## config.mk

```make
export PLATFORM = sky130hd
export DESIGN_NAME = uart_avl_bridge
export DESIGN_NICKNAME = d
export VERILOG_FILES = /design/src/rtl/uart_avl_bridge.sv
export SDC_FILE = /design/constraint.sdc
export NUM_CORES = 1
export LEC_CHECK = 0
export BUFFER_PORTS_ARGS = -buffer_cell sky130_fd_sc_hd__buf_2
export CORE_MARGIN = 5
export CORE_UTILIZATION = 53
export CTS_CLUSTER_DIAMETER = 80
export DETAILED_ROUTE_END_ITERATION = 7
export PLACE_DENSITY_LB_ADDON = 0.3
export SKIP_LAST_GASP = 1
export SLEW_MARGIN = 10
export SYNTH_ARGS = -nofsm -noshare
export SYNTH_HDL_FRONTEND = slang
export SYNTH_SLANG_ARGS = --single-unit
```

## constraint.sdc

```tcl
create_clock -name clk -period 3.5 [get_ports clk]
set_input_delay 0.35 -clock clk [delete_from_list [all_inputs] [get_ports clk]]
set_output_delay 0.35 -clock clk [all_outputs]
set_load 0.005 [all_outputs]
```

## src/rtl/uart_avl_bridge.sv

```systemverilog
// UART byte-command to Avalon-MM initiator: 'W'+addr+data / 'R'+addr frames, replies 'K', data, 'E' or '?'.
// Optional waitrequest watchdog (reply 'T') is enabled by defining UART_AVL_BRIDGE_TIMEOUT_EN.
module uart_avl_bridge #(
    parameter int ADDR_WIDTH     = 8,
    parameter int TIMEOUT_CYCLES = 1024
) (
    input  logic                  clk,
    input  logic                  rst,
    input  logic [7:0]            rx_tdata,
    input  logic                  rx_tvalid,
    output logic                  rx_tready,
    output logic [7:0]            tx_tdata,
    output logic                  tx_tvalid,
    input  logic                  tx_tready,
    output logic [ADDR_WIDTH-1:0] avl_address,
    output logic                  avl_read,
    input  logic [31:0]           avl_readdata,
    input  logic [1:0]            avl_response,
    output logic                  avl_write,
    output logic [31:0]           avl_writedata,
    output logic [3:0]            avl_byteenable,
    input  logic                  avl_waitrequest,
    output logic                  busy
);
    localparam logic [7:0] CMD_WR   = 8'h57;
    localparam logic [7:0] CMD_RD   = 8'h52;
    localparam logic [7:0] RPL_OK   = 8'h4B;
    localparam logic [7:0] RPL_ERR  = 8'h45;
    localparam logic [7:0] RPL_BAD  = 8'h3F;

    typedef enum logic [2:0] {IDLE, ADDR, DATA, BUS_WR, BUS_RD, RESP} state_t;

    state_t                  state;
    logic [1:0]              cnt;
    logic                    is_wr;
    logic [ADDR_WIDTH-1:0]   addr_q;
    logic [31:0]             data_q;
    logic [31:0]             reply_q;
    logic [1:0]              left;

`ifdef UART_AVL_BRIDGE_TIMEOUT_EN
    localparam logic [7:0] RPL_TMO = 8'h54;
    localparam int         TW      = $clog2(TIMEOUT_CYCLES + 1);
    logic [TW-1:0]         tmo;
`endif

    logic rx_fire;
    logic tx_fire;
    assign rx_fire       = rx_tvalid && rx_tready;
    assign tx_fire       = tx_tvalid && tx_tready;
    assign avl_address   = addr_q;
    assign avl_writedata = data_q;

    always_ff @(posedge clk or posedge rst) begin
        if (rst) begin
            state          <= IDLE;
            cnt            <= '0;
            is_wr          <= 1'b0;
            addr_q         <= '0;
            data_q         <= '0;
            reply_q        <= '0;
            left           <= '0;
            rx_tready      <= 1'b0;
            tx_tvalid      <= 1'b0;
            tx_tdata       <= '0;
            avl_read       <= 1'b0;
            avl_write      <= 1'b0;
            avl_byteenable <= '0;
            busy           <= 1'b0;
`ifdef UART_AVL_BRIDGE_TIMEOUT_EN
            tmo            <= '0;
`endif
        end else begin
            case (state)
                IDLE: begin
                    rx_tready <= 1'b1;
                    if (rx_fire) begin
                        busy <= 1'b1;
                        cnt  <= '0;
                        if (rx_tdata == CMD_WR || rx_tdata == CMD_RD) begin
                            is_wr  <= (rx_tdata == CMD_WR);
                            addr_q <= '0;
                            state  <= ADDR;
                        end else begin
                            rx_tready <= 1'b0;
                            tx_tvalid <= 1'b1;
                            tx_tdata  <= RPL_BAD;
                            left      <= '0;
                            state     <= RESP;
                        end
                    end
                end
                ADDR: begin
                    if (rx_fire) begin
                        // Only the low ADDR_WIDTH bits of the 32-bit address survive the shift.
                        addr_q <= ADDR_WIDTH'({addr_q, rx_tdata});
                        cnt    <= cnt + 2'd1;
                        if (cnt == 2'd3) begin
                            if (is_wr) begin
                                state <= DATA;
                            end else begin
                                rx_tready      <= 1'b0;
                                avl_read       <= 1'b1;
                                avl_byteenable <= 4'hF;
                                state          <= BUS_RD;
`ifdef UART_AVL_BRIDGE_TIMEOUT_EN
                                tmo            <= '0;
`endif
                            end
                        end
                    end
                end
                DATA: begin
                    if (rx_fire) begin
                        data_q <= {data_q[23:0], rx_tdata};
                        cnt    <= cnt + 2'd1;
                        if (cnt == 2'd3) begin
                            rx_tready      <= 1'b0;
                            avl_write      <= 1'b1;
                            avl_byteenable <= 4'hF;
                            state          <= BUS_WR;
`ifdef UART_AVL_BRIDGE_TIMEOUT_EN
                            tmo            <= '0;
`endif
                        end
                    end
                end
                BUS_WR: begin
                    if (!avl_waitrequest) begin
                        avl_write      <= 1'b0;
                        avl_byteenable <= '0;
                        tx_tvalid      <= 1'b1;
                        tx_tdata       <= RPL_OK;
                        left           <= '0;
                        state          <= RESP;
                    end
`ifdef UART_AVL_BRIDGE_TIMEOUT_EN
                    else if (tmo == TW'(TIMEOUT_CYCLES - 1)) begin
                        avl_write      <= 1'b0;
                        avl_byteenable <= '0;
                        tx_tvalid      <= 1'b1;
                        tx_tdata       <= RPL_TMO;
                        left           <= '0;
                        state          <= RESP;
                    end else begin
                        tmo <= tmo + TW'(1);
                    end
`endif
                end
                BUS_RD: begin
                    if (!avl_waitrequest) begin
                        avl_read       <= 1'b0;
                        avl_byteenable <= '0;
                        tx_tvalid      <= 1'b1;
                        state          <= RESP;
                        if (avl_response == 2'b00) begin
                            tx_tdata <= avl_readdata[31:24];
                            reply_q  <= avl_readdata;
                            left     <= 2'd3;
                        end else begin
                            tx_tdata <= RPL_ERR;
                            left     <= '0;
                        end
                    end
`ifdef UART_AVL_BRIDGE_TIMEOUT_EN
                    else if (tmo == TW'(TIMEOUT_CYCLES - 1)) begin
                        avl_read       <= 1'b0;
                        avl_byteenable <= '0;
                        tx_tvalid      <= 1'b1;
                        tx_tdata       <= RPL_TMO;
                        left           <= '0;
                        state          <= RESP;
                    end else begin
                        tmo <= tmo + TW'(1);
                    end
`endif
                end
                RESP: begin
                    if (tx_fire) begin
                        if (left == 2'd0) begin
                            tx_tvalid <= 1'b0;
                            tx_tdata  <= '0;
                            rx_tready <= 1'b1;
                            busy      <= 1'b0;
                            state     <= IDLE;
                        end else begin
                            tx_tdata <= reply_q[23:16];
                            reply_q  <= {reply_q[23:0], 8'h00};
                            left     <= left - 2'd1;
                        end
                    end
                end
                default: state <= IDLE;
            endcase
        end
    end
endmodule

```

==> flow_metrics.tcl, run 1 <==
set metrics [dict create \
    rows 32 \
    ant_nets 0 \
    postCtsHoldBufs 0 \
    slew_headroom_pct 41.4 \
    setup.worst_path.class "reg2reg" \
    area_growth_syn_to_layout_pct 17.4 \
    vias_per_cell 5.55 \
    cts-htree-levels 3 \
    die_w_um 98.3 \
    grt_pass1_vias 3224 \
    numCtsBuffers 9 \
    gr-total-overflow 0 \
    p_leak_nw 2.53 \
    ys_dominant_reg_cell "dfrtp_1" \
    clk_path_buf_depth 2 \
    first_pass_iters 4 \
    min_period_ns 2.52 \
    ys_seq_area_share_pct 52.0 \
    grt_pass1_wl_mm 15.8 \
    final_nets 512 \
    clkSlewWorstSetupHoldPaths_ns 0.09 \
    clock-sinks 86 \
    drv_cap 0 \
    fin_cells 570 \
    avgSynthCellArea_um2 11.2 \
    slew_violations 0 \
    r2r_cells 4 \
    diodes 0 \
    rsz0062_at_grt "false" \
    io_buffers 103 \
    layout-drive-gt1-share_pct 37.0 \
    cts_root_buffer "clkbuf_8" \
    async_flop_share_pct 100 \
    synth_warnings 0 \
    final.fill_count 631 \
    arrival_ns 2.76 \
    cts_setup_buffers 0 \
    syn-num-nets 417 \
    post-route-drc-count 0 \
    wl_per_cell_um 16.2 \
    post-route-period-util_pct 71.9 \
    start_kind "flip-flop" \
    multi_input_comb_area_um2 1800 \
    dp_hpwl_mm 6.68 \
    ys_types 56 \
    dieArea_um2 9670 \
    synthesis.instances 368 \
    regArea_um2 2150 \
    clk_latency_ns 0.36 \
    synth-edff-count 0 \
    finalSetupViolations 0 \
    status "complete, no violations" \
    die_h_um 98.3 \
    place_inst 554 \
    skew_ns 0.0103 \
    core_um2 7650 \
    ys_ff_latch 86 \
    p_per_area_nw_per_um2 707 \
    initial_core_util_pct 54.1 \
    wirelength_mm 9.26 \
    drt_iter0_drc 187 \
    fin_tns_setup_ns 0 \
    grt_antenna_before_repair 0 \
    grt_max_degree 66 \
    cp_max_fo 32 \
    grt_usage_pct 20.0 \
    hp-class "in2async" \
    gp_congestion 0.891 \
    cts_tree "yes" \
    cp.required_ns 3.74 \
    synthesis.area_um2 4140 \
    vdd_drop_max_uv 334 \
    finalHoldViolations 0 \
    critPathCaptureType "flip-flop" \
    ios 104 \
    route.vias.total 3161 \
    tightest_slew_ns 0.878 \
    post_cts_resized 0 \
    fmax_mhz 397 \
]
[synthesized netlist by cell type, types with 3 or more instances]
master    instances  area (µm²)
dfrtp_1          86        2150
nand2_1          51         191
o21ai_0          40         200
mux2_2           29         327
mux2i_1          21         210
nor2_1           15        56.3
a21oi_1          13        65.1
buf_4             8        60.1
inv_1             8        30.0
buf_2             6        30.0
nor3_1            6        30.0
o21ai_1           6        30.0
buf_6             5        56.3
a22o_1            4        35.0
mux2_1            4        45.0
mux2_4            4        60.1
nor2b_1           4        25.0
a22oi_1           3        22.5
and3_1            3        18.8
clkbuf_1          3        11.3
nand2b_1          3        18.8
nand3_1           3        15.0
o31ai_1           3        22.5
[registers in the layout, indices dropped and copies added (netlist names)]
| register | flops |
|---|---|
| is_wr | 1 |
| reply_q | 24 |
| tx_tvalid | 1 |
| tx_tdata | 8 |
| busy | 1 |
| avl_address | 8 |
| avl_byteenable | 1 |
| rx_tready | 1 |
| avl_writedata | 32 |
| avl_read | 1 |
| left | 2 |
| avl_write | 1 |
| state | 3 |
| cnt | 2 |
[through the flow]
stage	util (%)	worst slack [ns]	hold slack, ns	cell area, µm²	power, W
finish	63.5	0.983	0.139	4850	0.00343
global route	63.5	0.823	0.212	4850	0.00368
CTS	63.5	1.00	0.208	4850	0.00346
detailed placement	60.8	1.01	0.466	4650	0.00273
global placement	60.8	1.10	0.458	4650	0.00268
floorplan	-	0.928	0.442	4140	0.00241
[cells in the final DEF (no fill, tap or decap), types with 2 or more instances in the layout]
cell type / Yosys / layout
a21oi_1: 13 / 13
a221o_1: 2 / 2
a22o_1: 4 / 4
a22oi_1: 3 / 3
a41oi_1: 2 / 2
and3_1: 3 / 3
buf_2: 6 / 103
buf_4: 8 / 3
clkbuf_8: 0 / 9
clkinv_4: 0 / 3
dfrtp_1: 86 / 86
ha_1: 2 / 2
inv_1: 8 / 7
mux2_1: 4 / 4
mux2_2: 29 / 29
mux2_4: 4 / 4
mux2i_1: 21 / 21
nand2_1: 51 / 51
nand2b_1: 3 / 3
nand3_1: 3 / 3
nor2_1: 15 / 15
nor2b_1: 4 / 4
nor3_1: 6 / 6
nor3_2: 2 / 2
o21ai_0: 40 / 40
o21ai_1: 6 / 5
o221ai_1: 2 / 2
o22a_1: 2 / 2
o31ai_1: 3 / 3
or3_1: 2 / 2
[layout make-up]
type	instances	share of cell area (%)
Timing Repair Buffer	106	11.1
Multi-Input combinational cell	251	37.0
Tap cell	102	2.63
Clock buffer	9	2.55
Sequential cell	86	44.3
Clock inverter	7	1.68
Inverter	9	0.747
[report_power, final]
part	leakage, nW	internal, W	switching (W)
clock network	0.106	0.000340	0.000384
logic	1.30	0.000564	0.000677
registers	1.12	0.00125	0.000217
[path summary, 6_finish.rpt]
kind | end | slack [ns] | start
worst max-delay path | avl_writedata[13] | 0.98 | state[0]
worst min-delay path | avl_writedata[29] | 0.14 | rst
worst max register to register | avl_writedata[13] | 0.98 | state[0]
worst min register to register | busy | 0.48 | busy
max in group asynchronous | tx_tdata[6] | 2.68 | rst
min in group clk | reply_q[1] | 0.21 | avl_readdata[1]
[cells by family after synthesis]
kind of cell / share of synthesized area [%]
mux: 15.5
compound gates: 14.6
flops: 52.0
buf+inv: 4.63
simple gates: 12.4
fa+ha+maj: 0.605
xor+xnor: 0.212
[critical path: stages, from the launching register on]
cell     delay (ns)
dfrtp_1        0.70
inv_1          0.36
nand2_1        0.19
nor2_4         0.73
mux2_2         0.42
[metal layers]
layer,global-route usage (%),routed length (µm),vias up
met5,0,0,-
met4,6.30,116,0
met3,6.07,792,10
met2,29.8,4240,118
met1,28.3,4110,1540
li1,-,-,1493
(Power assumes the default switching activity.)
==> run 2: changes to the inputs <==
==> constraint.sdc (replaced) <==
create_clock -name clk -period 2.6 [get_ports clk]
set_input_delay 0.26 -clock clk [delete_from_list [all_inputs] [get_ports clk]]
set_output_delay 0.26 -clock clk [all_outputs]
set_load 0.005 [all_outputs]
==> run 2 against run 1 <==
Effect of this change:
- register-to-register slack lost 0.55 ns
- total power grew 32%
- routed wire length shrank 1.9%
- sequential power grew 33%
==> flow_metrics.tcl, run 2 (synthesis gave the netlist of run 1 again) <==
set metrics [dict create \
    tightest_slew_ns 0.661 \
    r2r_end "tx_tdata[6]" \
    r2r_cells 5 \
    min_period_ns 2.16 \
    diodes 0 \
    multi_input_comb_area_um2 1800 \
    fin_tns_setup_ns 0 \
    wl_per_cell_um 15.8 \
    post-route-period-util_pct 83.2 \
    drv_cap 0 \
    grt_pass1_vias 3163 \
    start_kind "flip-flop" \
    drt_iter0_drc 104 \
    regArea_um2 2150 \
    route.vias.total 3108 \
    cts_setup_buffers 0 \
    initial_core_util_pct 54.1 \
    holdPathEnd "reply_q[0]" \
    cts-htree-levels 3 \
    p_per_area_nw_per_um2 931 \
    rsz0062_at_grt "false" \
    most-common-layout-cells "buf_2, dfrtp_1, nand2_1" \
    cts_tree "yes" \
    critPathCaptureType "flip-flop" \
    vias_per_cell 5.40 \
    clock-sinks 86 \
    io_buffers 103 \
    arrival_ns 2.40 \
    first_pass_iters 4 \
    cp.required_ns 2.84 \
    finalSetupViolations 0 \
    layout-drive-gt1-share_pct 37.3 \
    cp_max_fo 19 \
    final_nets 518 \
    largest_reg_flops 32 \
    final_common_cell "buf_2" \
    rr_startpoint "state[2]" \
    die_h_um 98.3 \
    grt_usage_pct 19.3 \
    post_cts_resized 0 \
    hp-class "in2reg" \
    setup.worst_path.class "reg2reg" \
    fmax_mhz 462 \
    grt_max_degree 50 \
    slew_violations 0 \
    gp_congestion 0.886 \
    place_inst 559 \
    dp_hpwl_mm 6.69 \
    cts_root_buffer "clkbuf_8" \
    slew_headroom_pct 55.9 \
    hold_ws_ns 0.130 \
    place_ws_ns 0.480 \
    vdd_drop_max_uv 386 \
    clk_latency_ns 0.35 \
    finalHoldViolations 0 \
    clk_path_buf_depth 2 \
    gr-total-overflow 0 \
    utilization_pct 63.9 \
    p_leak_nw 2.54 \
    grt_antenna_before_repair 0 \
    rows 32 \
    ant_nets 0 \
    ff2ff_setup_slack_ns 0.44 \
    ios 104 \
    grt_pass1_wl_mm 15.2 \
    clkSlewWorstSetupHoldPaths_ns 0.09 \
    fin_cells 576 \
    die_w_um 98.3 \
    status "complete, no violations" \
    holdCritStartpoint "avl_readdata[0]" \
    skew_ns 0.0116 \
    core_um2 7650 \
    cp-startpoint "state[2]" \
    dieArea_um2 9670 \
    wirelength_mm 9.09 \
    fin_ws_ns 0.438 \
    final.fill_count 647 \
    whs_path_depth 3 \
    numCtsBuffers 9 \
    post-route-drc-count 0 \
    area_growth_syn_to_layout_pct 18.1 \
]
-- run 2: cell types whose count changed in the layout (fill, tap and decap cells not counted) --
cell	before	now
buf_4	3	7
inv_8	1	0
clkinvlp_4	0	2
clkinv_2	1	3
clkbuf_8	9	10
clkinv_4	3	0
buf_12	0	1
bufinv_16	1	0
dlygate4sd3_1	0	1
clkbuf_1	0	1
inv_4	1	0
-- run 2: timing repair --
action                                  CTS  global route
hold endpoints to repair                 37             0
hold buffers                              1             0
endpoints found under the setup margin    0             0
-- run 2: critical path: stages (launching register included) --
cell	delay, ns
dfrtp_1	0.71
and3b_1	0.29
a21oi_1	0.36
o21ai_4	0.19
nor2_8	0.19
mux2_4	0.31
-- run 2: report_power, final --
group	internal, W	switching [W]
Combinational	0.000802	0.000942
Clock	0.000374	0.000479
Sequential	0.00168	0.000266
Total	0.00286	0.00169
-- run 2: how the worst max path moves through the flow --
stage	end	slack, ns
2_1_floorplan	avl_address[0]	0.12
3_3_place_gp	tx_tdata[1]	0.56
3_5_place_dp	tx_tdata[0]	0.48
4_1_cts	tx_tdata[6]	0.47
5_1_grt	tx_tdata[6]	0.34
6_report	tx_tdata[6]	0.44
-- run 2: through the flow --
step	instance area (µm²)	total power (W)
after global placement	4700	0.00366
after CTS	4880	0.00458
after detailed placement	4700	0.00373
final	4880	0.00455
after floorplan	4140	0.00325
after global routing	4880	0.00488
-- run 2: metal layers --
| metal | wire (µm) | vias up | global-route usage, % |
|---|---|---|---|
| li1 | - | 1507 | - |
| met1 | 4240 | 1494 | 27.5 |
| met2 | 4150 | 94 | 28.5 |
| met3 | 568 | 13 | 5.07 |
| met4 | 124 | 0 | 7.25 |
| met5 | 0 | - | 0 |
-- run 2: final cells by class --
type	count	area share [%]
clock buffers	11	2.90
clock inverters	5	0.692
inverters	9	0.717
multi-input cells	251	36.8
flip-flops and latches	86	44.1
well taps	102	2.61
repair buffers	112	12.2
==> run 3: changes to the inputs <==
--- a/config.mk
+++ b/config.mk
@@ -7,7 +7,7 @@
 export LEC_CHECK = 0
 export BUFFER_PORTS_ARGS = -buffer_cell sky130_fd_sc_hd__buf_2
 export CORE_MARGIN = 5
-export CORE_UTILIZATION = 53
+export CORE_UTILIZATION = 48
 export CTS_CLUSTER_DIAMETER = 80
 export DETAILED_ROUTE_END_ITERATION = 7
 export PLACE_DENSITY_LB_ADDON = 0.3
==> constraint.sdc (replaced) <==
create_clock -name clk -period 1.8 [get_ports clk]
set_input_delay 0.18 -clock clk [delete_from_list [all_inputs] [get_ports clk]]
set_output_delay 0.18 -clock clk [all_outputs]
set_load 0.005 [all_outputs]
==> run 3 against run 2 <==
Effect of this change:
- clock power is 61% higher
- core utilization is 1.9 points lower
- hold slack got worse by 0.10 ns
- routed wire length is 3.7% higher
- design area rose by 5.2%
- largest cell class unchanged
- total power grew 55%
- sequential power increased by 42%
- setup slack got worse by 0.35 ns
- non-clock buffer count grew 24
- via count rose by 4.6%
- highest routed layer unchanged
- largest power group is now combinational logic
- first-iteration DRC count increased by 24%
==> flow_metrics.tcl, run 3 (synthesis gave the netlist of run 1 again) <==
set metrics [dict create \
    status "complete, no violations" \
    final_common_cell "buf_2" \
    cts_root_buffer "clkbuf_8" \
    fin_cells 603 \
    gp_congestion 0.885 \
    grt_usage_pct 19.1 \
    total_power_w 0.00704 \
    wl_per_cell_um 15.6 \
    clk_path_buf_depth 2 \
    holdPathEnd "reply_q[0]" \
    dp_hpwl_mm 6.89 \
    skew_ns 0.0174 \
    grt_antenna_before_repair 0 \
    wirelength_mm 9.43 \
    place_inst 583 \
    io_buffers 103 \
    dieArea_um2 10600 \
    first_pass_iters 4 \
    post-route-drc-count 0 \
    cts_tree "yes" \
    route.vias.total 3252 \
    regArea_um2 2160 \
    p_leak_nw 2.68 \
    multi_input_comb_area_um2 1800 \
    die_w_um 103 \
    tightest_slew_ns 0.482 \
    clkSlewWorstSetupHoldPaths_ns 0.10 \
    gr-total-overflow 0 \
    most-common-layout-cells "buf_2, dfrtp_1, nand2_1" \
    numCtsBuffers 9 \
    grt_pass1_wl_mm 15.8 \
    min_period_ns 1.72 \
    rows 33 \
    area_growth_syn_to_layout_pct 24.3 \
    cts-htree-levels 3 \
    r2r_cells 6 \
    arrival_ns 1.98 \
    slew_headroom_pct 67.9 \
    fmax_mhz 583 \
    post-route-period-util_pct 95.4 \
    final.fill_count 712 \
    cp_max_fo 9 \
    diodes 0 \
    p_per_area_nw_per_um2 1370 \
    clock-sinks 86 \
    drv_cap 0 \
    vias_per_cell 5.39 \
    r2r_end "tx_tdata[1]" \
    layout-drive-gt1-share_pct 41.6 \
    drt_iter0_drc 129 \
    start_kind "flip-flop" \
    critPathCaptureType "flip-flop" \
    rsz0062_at_grt "true" \
    whs_path_depth 3 \
    ios 104 \
    largest_reg_flops 32 \
    clk_latency_ns 0.37 \
    ant_nets 0 \
    grt_pass1_vias 3240 \
    vdd_drop_max_uv 554 \
    die_h_um 103 \
    slew_violations 0 \
    rr_startpoint "state[1]" \
    core_um2 8300 \
    initial_core_util_pct 49.8 \
    hp-class "in2reg" \
    cp.required_ns 2.06 \
    setup.worst_path.class "reg2reg" \
    final_nets 542 \
    finalSetupViolations 0 \
    grt_max_degree 87 \
    holdCritStartpoint "avl_readdata[0]" \
    finalHoldViolations 0 \
    ff2ff_setup_slack_ns 0.08 \
]
run 3: changes by cell type in the layout (fill, tap and decap cells not counted), sizes merged:
cell    previous run  this run
buf              111       135
inv                9        13
clkbuf            11         9
clkinv             3         1
run 3: critical path, stage by stage (launching register included):
cell and delay (ns):
dfrtp_2 0.46, buf_4 0.19, inv_2 0.06, nand2_1 0.07, o211a_4 0.32, nor2_8 0.20, mux2_4 0.31
run 3: cell type report:
type                    instances  area share, %
flip-flops and latches         86           42.0
multi-input cells             251           35.0
repair buffers                136           15.9
well taps                     105           2.56
clock buffers                   9           2.41
clock inverters                 7           1.46
inverters                       9          0.730
run 3: layer usage:
metal,part of all wire [%],global-route usage (%)
met2,46,28.4
met1,46,27.6
met4,0.97,4.48
met3,7.2,6.09
met5,0,0
run 3: power by group:
group | internal, W | switching (W)
Clock | 0.000552 | 0.000823
Combinational | 0.00140 | 0.00149
Sequential | 0.00244 | 0.000324
run 3: stage by stage:
| step | hold WS, ns | cell area, µm² | setup slack [ns] | utilization, % | TNS (ns) |
|---|---|---|---|---|---|
| 2_1_floorplan | 0.307 | 4140 | 0.114 | - | 0 |
| 3_3_place_gp | 0.338 | 4900 | 0.0583 | 59.0 | 0 |
| 3_5_place_dp | 0.343 | 4900 | 0.0489 | 59.0 | 0 |
| 4_1_cts | 0.0164 | 5110 | 0.0331 | 61.6 | 0 |
| 5_1_grt | 0.0354 | 5140 | -0.0302 | 61.9 | -0.0302 |
| 6_report | 0.0288 | 5140 | 0.0834 | 61.9 | 0 |
run 3: what timing repair did:
action                                  CTS  global route
gates resized for setup                   0             6
hold endpoints to repair                 86             0
hold buffers                              1             0
endpoints found under the setup margin    0            51
buffers inserted                          0             3
run 3: worst max-delay path by stage:
stage | startpoint | endpoint | slack (ns) | cells after the start
floorplan | state[0] | tx_tdata[0] | 0.11 | 5
global placement | state[2] | state[1] | 0.06 | 7
detailed placement | state[2] | state[1] | 0.05 | 7
CTS | state[0] | reply_q[18] | 0.03 | 7
global route | state[0] | reply_q[18] | -0.03 | 6
finish | state[1] | tx_tdata[1] | 0.08 | 6
